### config.mk
export PLATFORM = sky130hd
export DESIGN_NAME = led_sequencer
export DESIGN_NICKNAME = d
export VERILOG_FILES = /design/src/rtl/led_seq_pkg.sv /design/src/rtl/btn_debounce.sv /design/src/rtl/led_sequencer.sv
export SDC_FILE = /design/constraint.sdc
export NUM_CORES = 1
export LEC_CHECK = 0
export CAP_MARGIN = 10
export CORE_MARGIN = 2
export CORE_UTILIZATION = 62
export DETAILED_ROUTE_END_ITERATION = 7
export GPL_ROUTABILITY_DRIVEN = 1
export PLACE_DENSITY_LB_ADDON = 0.2
export RECOVER_POWER = 100
export SETUP_SLACK_MARGIN = 0.02
export SLEW_MARGIN = 20
export SYNTH_ARGS = -nofsm -noshare
export SYNTH_HDL_FRONTEND = slang
export SYNTH_SLANG_ARGS = --single-unit
### constraint.sdc
create_clock -name clk -period 2.8 [get_ports clk]
set_input_delay 0.56 -clock clk [delete_from_list [all_inputs] [get_ports clk]]
set_output_delay 0.56 -clock clk [all_outputs]
set_load 0.02 [all_outputs]
### src/rtl/led_seq_pkg.sv
// Shared types and constants for the RGB LED pattern sequencer.
package led_seq_pkg;

  typedef enum logic [1:0] {
    MODE_OFF     = 2'd0,
    MODE_CHASE   = 2'd1,
    MODE_BREATHE = 2'd2,
    MODE_COUNT   = 2'd3
  } mode_e;

  localparam int DUTY_W = 8;
  typedef logic [DUTY_W-1:0] duty_t;
  localparam duty_t DUTY_FULL = 8'd255;

  // Triangle ramp: rises over steps 0..127, falls over 128..255; (255-s) is ~s.
  function automatic duty_t breathe_duty(input duty_t step);
    duty_t fold;
    fold = step[DUTY_W-1] ? ~step : step;
    return {fold[DUTY_W-2:0], 1'b0};
  endfunction

endpackage

### src/rtl/btn_debounce.sv
// Push-button conditioner: 2-flop synchronizer, stability counter and a
// one-cycle pulse on each accepted press (debounced 1->0 transition).
module btn_debounce
  import led_seq_pkg::*;
#(
  parameter int DEBOUNCE_CYCLES = 270_000
) (
  input  logic clk,
  input  logic rst_n,
  input  logic btn_n_i,
  output logic press_o
);

  localparam int CW = $clog2(DEBOUNCE_CYCLES);
  // The synchronizer already spent one cycle at the new level before the
  // first mismatch is counted, so acceptance happens at count D-2.
  localparam logic [CW-1:0] HOLD_LAST = CW'(DEBOUNCE_CYCLES - 2);

  logic          sync1_q, sync2_q;
  logic          db_q, db_d;
  logic [CW-1:0] cnt_q, cnt_d;
  logic          press_q, press_d;

  always_comb begin
    db_d    = db_q;
    cnt_d   = '0;
    if (sync2_q != db_q) begin
      if (cnt_q == HOLD_LAST) begin
        db_d  = sync2_q;
      end else begin
        cnt_d = cnt_q + CW'(1);
      end
    end
    press_d = db_q & ~db_d;
  end

  always_ff @(posedge clk or negedge rst_n) begin
    if (!rst_n) begin
      sync1_q <= 1'b1;
      sync2_q <= 1'b1;
      db_q    <= 1'b1;
      cnt_q   <= '0;
      press_q <= 1'b0;
    end else begin
      sync1_q <= btn_n_i;
      sync2_q <= sync1_q;
      db_q    <= db_d;
      cnt_q   <= cnt_d;
      press_q <= press_d;
    end
  end

  assign press_o = press_q;

endmodule

### src/rtl/led_sequencer.sv
// Mode-selectable RGB LED sequencer: button-driven mode FSM, step timebase,
// per-mode duty generation and an 8-bit PWM output stage.
module led_sequencer
  import led_seq_pkg::*;
#(
  parameter int   CLK_HZ          = 27_000_000,
  parameter int   STEP_TICKS      = 13_500_000,
  parameter int   BREATHE_TICKS   = 105_469,
  parameter int   DEBOUNCE_CYCLES = 270_000,
  parameter logic LED_ACTIVE_LOW  = 1'b1
) (
  input  logic       clk,
  input  logic       rst_n,
  input  logic       btn_n,
  output logic       led_r,
  output logic       led_g,
  output logic       led_b,
  output logic [1:0] mode
);

  if (CLK_HZ < 1 || STEP_TICKS < 2 || BREATHE_TICKS < 2 || DEBOUNCE_CYCLES < 2) begin : g_bad_params
    $error("led_sequencer: tick/debounce parameters must be >= 2");
  end

  localparam int MAX_TICKS = (STEP_TICKS > BREATHE_TICKS) ? STEP_TICKS : BREATHE_TICKS;
  localparam int PW        = $clog2(MAX_TICKS);
  localparam logic [PW-1:0] STEP_LAST    = PW'(STEP_TICKS - 1);
  localparam logic [PW-1:0] BREATHE_LAST = PW'(BREATHE_TICKS - 1);

  logic             press;
  mode_e            mode_q, mode_d;
  logic [PW-1:0]    presc_q, presc_d;
  duty_t            step_q, step_d;
  logic             step_tick;
  duty_t            pwm_q;
  logic [2:0][DUTY_W-1:0] duty_q, duty_nxt;
  logic [2:0]       lit, pin_q, pin_d;

  btn_debounce #(
    .DEBOUNCE_CYCLES(DEBOUNCE_CYCLES)
  ) u_btn (
    .clk     (clk),
    .rst_n   (rst_n),
    .btn_n_i (btn_n),
    .press_o (press)
  );

  assign step_tick = (presc_q == ((mode_q == MODE_BREATHE) ? BREATHE_LAST : STEP_LAST));

  // A press restarts the timebase so every mode begins at step 0.
  always_comb begin
    mode_d  = mode_q;
    presc_d = presc_q + PW'(1);
    step_d  = step_q;
    if (press) begin
      mode_d  = mode_e'(mode_q + 2'd1);
      presc_d = '0;
      step_d  = '0;
    end else if (step_tick) begin
      presc_d = '0;
      step_d  = step_q + 8'd1;
    end
  end

  // Channel index 0 = red, 1 = green, 2 = blue.
  always_comb begin
    duty_nxt = '0;
    case (mode_q)
      MODE_CHASE: begin
        case (step_q[1:0])
          2'd0:    duty_nxt[0] = DUTY_FULL;
          2'd1:    duty_nxt[1] = DUTY_FULL;
          2'd2:    duty_nxt[2] = DUTY_FULL;
          default: duty_nxt    = '0;
        endcase
      end
      MODE_BREATHE: duty_nxt = {3{breathe_duty(step_q)}};
      MODE_COUNT: begin
        duty_nxt[0] = step_q[2] ? DUTY_FULL : '0;
        duty_nxt[1] = step_q[1] ? DUTY_FULL : '0;
        duty_nxt[2] = step_q[0] ? DUTY_FULL : '0;
      end
      default: duty_nxt = '0;
    endcase
  end

  always_comb begin
    for (int c = 0; c < 3; c++) begin
      lit[c] = (duty_q[c] == DUTY_FULL) || (pwm_q < duty_q[c]);
    end
    pin_d = lit ^ {3{LED_ACTIVE_LOW}};
  end

  always_ff @(posedge clk or negedge rst_n) begin
    if (!rst_n) begin
      mode_q  <= MODE_CHASE;
      presc_q <= '0;
      step_q  <= '0;
      pwm_q   <= '0;
      duty_q  <= '0;
      pin_q   <= {3{LED_ACTIVE_LOW}};
    end else begin
      mode_q  <= mode_d;
      presc_q <= presc_d;
      step_q  <= step_d;
      pwm_q   <= pwm_q + 8'd1;
      if (pwm_q == DUTY_FULL) begin
        duty_q <= duty_nxt;
      end
      pin_q   <= pin_d;
    end
  end

  assign mode  = mode_q;
  assign led_r = pin_q[0];
  assign led_g = pin_q[1];
  assign led_b = pin_q[2];

endmodule
==> metrics <==
clock latency at the later pin of the worst-skew pair=0.36 ns; CTS tree=done; all-layer global routing usage=23.6%; commonest non-fill, non-tap cell in the layout=dfrtp_1; Slew Limit Fails=0; GR Layer Usage met2=41.0%; Synth Warn #=0; CP Launch Type=flop; met3 Track Usage GR=4.27%; IO Port Bufs=7; Reg clk slew, reported paths=0.09 ns; Residual DRC=0; vias in the first global route=3512; Relative slew margins=26.1%; HP Class=flop to flop; final hold vios=0; met1 GRT Util=29.7%; Required @ worst endpoint=3.09 ns; largest net degree at the start of global routing=46; GR Overflow Total=0; Starting DRT DRC Count=185; CP bufs+invs=2; Top Family by Delay on Critical Path=simple AND/OR/NAND/NOR gates; fin nets=529; cell total after placement=584; share of the synthesized area in the top cell type=44.2%; Logic pwr share=1.6%; n_diodes=0; post-route cell area=5210 sq um; CP max-delay cell=dfstp_2; Initial Util=63.2%; clock share of power=41.9%; Worst Setup End Kind=flop; post-CTS sizing=0; Top Usage Layer GRT=met2; Setup TNS=0 ns; Fmax achieved=401 MHz; Crit Path Class=flop to flop; antenna violations before repair=0; Via Count=3438; cell area after synthesis=4810 sq um; Setup Buffers After CTS=0; area leader, netlist=dfrtp_1; post-DP HPWL=6480 microns; H-tree depth=3; Overall Power=2.37 mW; outcome=completed; Period minus WS final=2.49 ns; R2R Setup Slk=0.31 ns; Post-synth EDFFs=0; layout cells sized above 1=6.43%; Pwr per Cell Area=455 nW/um^2; clock sink total=92; routability cong.=0.809; Peak supply drop=0.296 mV; Die H=92.1 microns; Slew @ Worst Pin=1.11 ns; vias per cell=5.73; post-synth cell types=41; clock skew=0.0103 ns; internal power=1.87 mW; Top FF cell, synth=dfrtp_1; Seq/Total Area, Yosys=48.0%; CTS Hold Bufs=0; maxcap violations=0; leakage power=2.43 nW; Syn Inst Count=482; Hold Path End=u_btn.sync2_q; most frequent cells in the layout=dfrtp_1 (85), nor2_1 (65), inv_1 (38); NetSw=0.505 mW; Synth Area per Inst=9.98 sq um; Hold Crit Start=u_btn.sync1_q; Worst R2R Path Depth=8; Cell Count, Final, Fillers Out=600; die width=92.1 microns; maximum clock insertion buffer count=2; synthesis-to-layout area growth=8.27%; largest cells by area after synthesis=dfrtp_1 (44%), ha_1 (8.6%), xor2_1 (5.5%); final setup fails=0; critical-path cell list=inv_1, ha_1, nor3b_1, and4b_1, o221ai_2, or2b_1, buf_4, nor2_1; Total Wirelength=8910 microns; Reg power frac=56.5%; antenna violation net count after detailed routing=0; Root Buffer=clkbuf_8; Rows=32; critical path depth=8; drt first pass iters=4; reg2reg end=presc_q[23]; FF-to-FF Start=mode[0]; die footprint=8480 sq um; I/O pin cnt=8; placed instance area=5010 sq um; first-pass GRT wire length=16000 microns; final period utilization=89.0%; Routed wire per std cell=14.9 microns; Filler cells=591; syn_nets=518; total CTS buffers=9; CP max stage delay=0.59 ns; RSZ-0062 raised after global routing=no; switch share=21.3%; WP data arrival=2.78 ns; Worst Hold Depth=0; synthesis-stage register bit count=92; ys async rst share=100%; Crit Path Max Fanout=24; Core Footprint=7610 sq um
[per-layer routing]
layer,wire length (microns),share of wire (%)
met4,156,1.8
met5,0,0
met3,250,2.8
met2,4500,51
met1,4000,45
[final cells by class]
type | instances | area [sq um] | area share (%)
flip-flops and latches | 92 | 2310 | 44.4
multi-input cells | 338 | 2300 | 44.1
inverters | 38 | 143 | 2.74
clock buffers | 10 | 138 | 2.64
well taps | 102 | 128 | 2.45
repair buffers | 14 | 104 | 1.99
clock inverters | 6 | 87.6 | 1.68
[worst max-delay path by stage]
stage | from | end
CTS | mode[0] | presc_q[23]
global placement | mode[0] | presc_q[10]
finish | mode[0] | presc_q[23]
global route | mode[0] | presc_q[6]
floorplan | mode[0] | step_q[6]
detailed placement | mode[0] | presc_q[19]
[per-stage QoR]
| stage | setup slack [ns] | hold WS [ns] | utilization [%] |
|---|---|---|---|
| after floorplan | 0.629 | 0.264 | - |
| after global placement | 0.437 | 0.346 | 65.9 |
| after detailed placement | 0.315 | 0.347 | 65.9 |
| after CTS | 0.292 | 0.207 | 68.8 |
| after global routing | 0.0929 | 0.369 | 68.5 |
| final | 0.308 | 0.360 | 68.5 |
[flip-flops by register name, summed over array words and instances, names as in the netlist]
register and count:
u_btn.db_q 1, pin_q 3, u_btn.sync2_q 1, pwm_q 8, presc_q 24, u_btn.sync1_q 1, u_btn.cnt_q 19, mode 2
u_btn.press_o 1, step_q 8, duty_q 24
[power groups by stage]
stage	registers (mW)	clock network, mW	logic [mW]
after CTS	1.34	1.01	0.0452
after global placement	1.36	0	0.0438
after floorplan	1.36	0	0.00922
final	1.34	0.993	0.0383
after global routing	1.34	1.07	0.0461
after detailed placement	1.37	0	0.0451
[cell families after synthesis]
group                      after synthesis  synth area share [%]
and+or+nand+nor                        177                  18.3
DFF                                     92                  48.0
AOI/OAI and AO/OA                       71                  10.5
xor gates and xnor gates                55                  10.0
buffers and inverters                   52                  4.19
adders and majority gates               33                  8.58
muxes                                    2                 0.442
[Yosys cell counts, types with 2 or more instances]
| cell type | count |
|---|---|
| a211o_1 | 15 |
| a211oi_1 | 6 |
| a21o_1 | 18 |
| a21oi_1 | 15 |
| a22oi_1 | 3 |
| and3_1 | 5 |
| and4_1 | 3 |
| buf_2 | 2 |
| clkbuf_1 | 10 |
| dfrtp_1 | 85 |
| dfstp_2 | 7 |
| ha_1 | 33 |
| inv_1 | 38 |
| nand2_1 | 24 |
| nand2b_1 | 3 |
| nand3_1 | 23 |
| nand4_1 | 21 |
| nor2_1 | 65 |
| nor3_1 | 12 |
| nor3b_1 | 2 |
| nor4_1 | 3 |
| o21a_1 | 3 |
| o21ai_0 | 7 |
| o31ai_1 | 3 |
| or3_1 | 5 |
| or4_1 | 3 |
| xnor2_1 | 25 |
| xor2_1 | 30 |
Note: power is estimated with default switching activity, not from simulation.
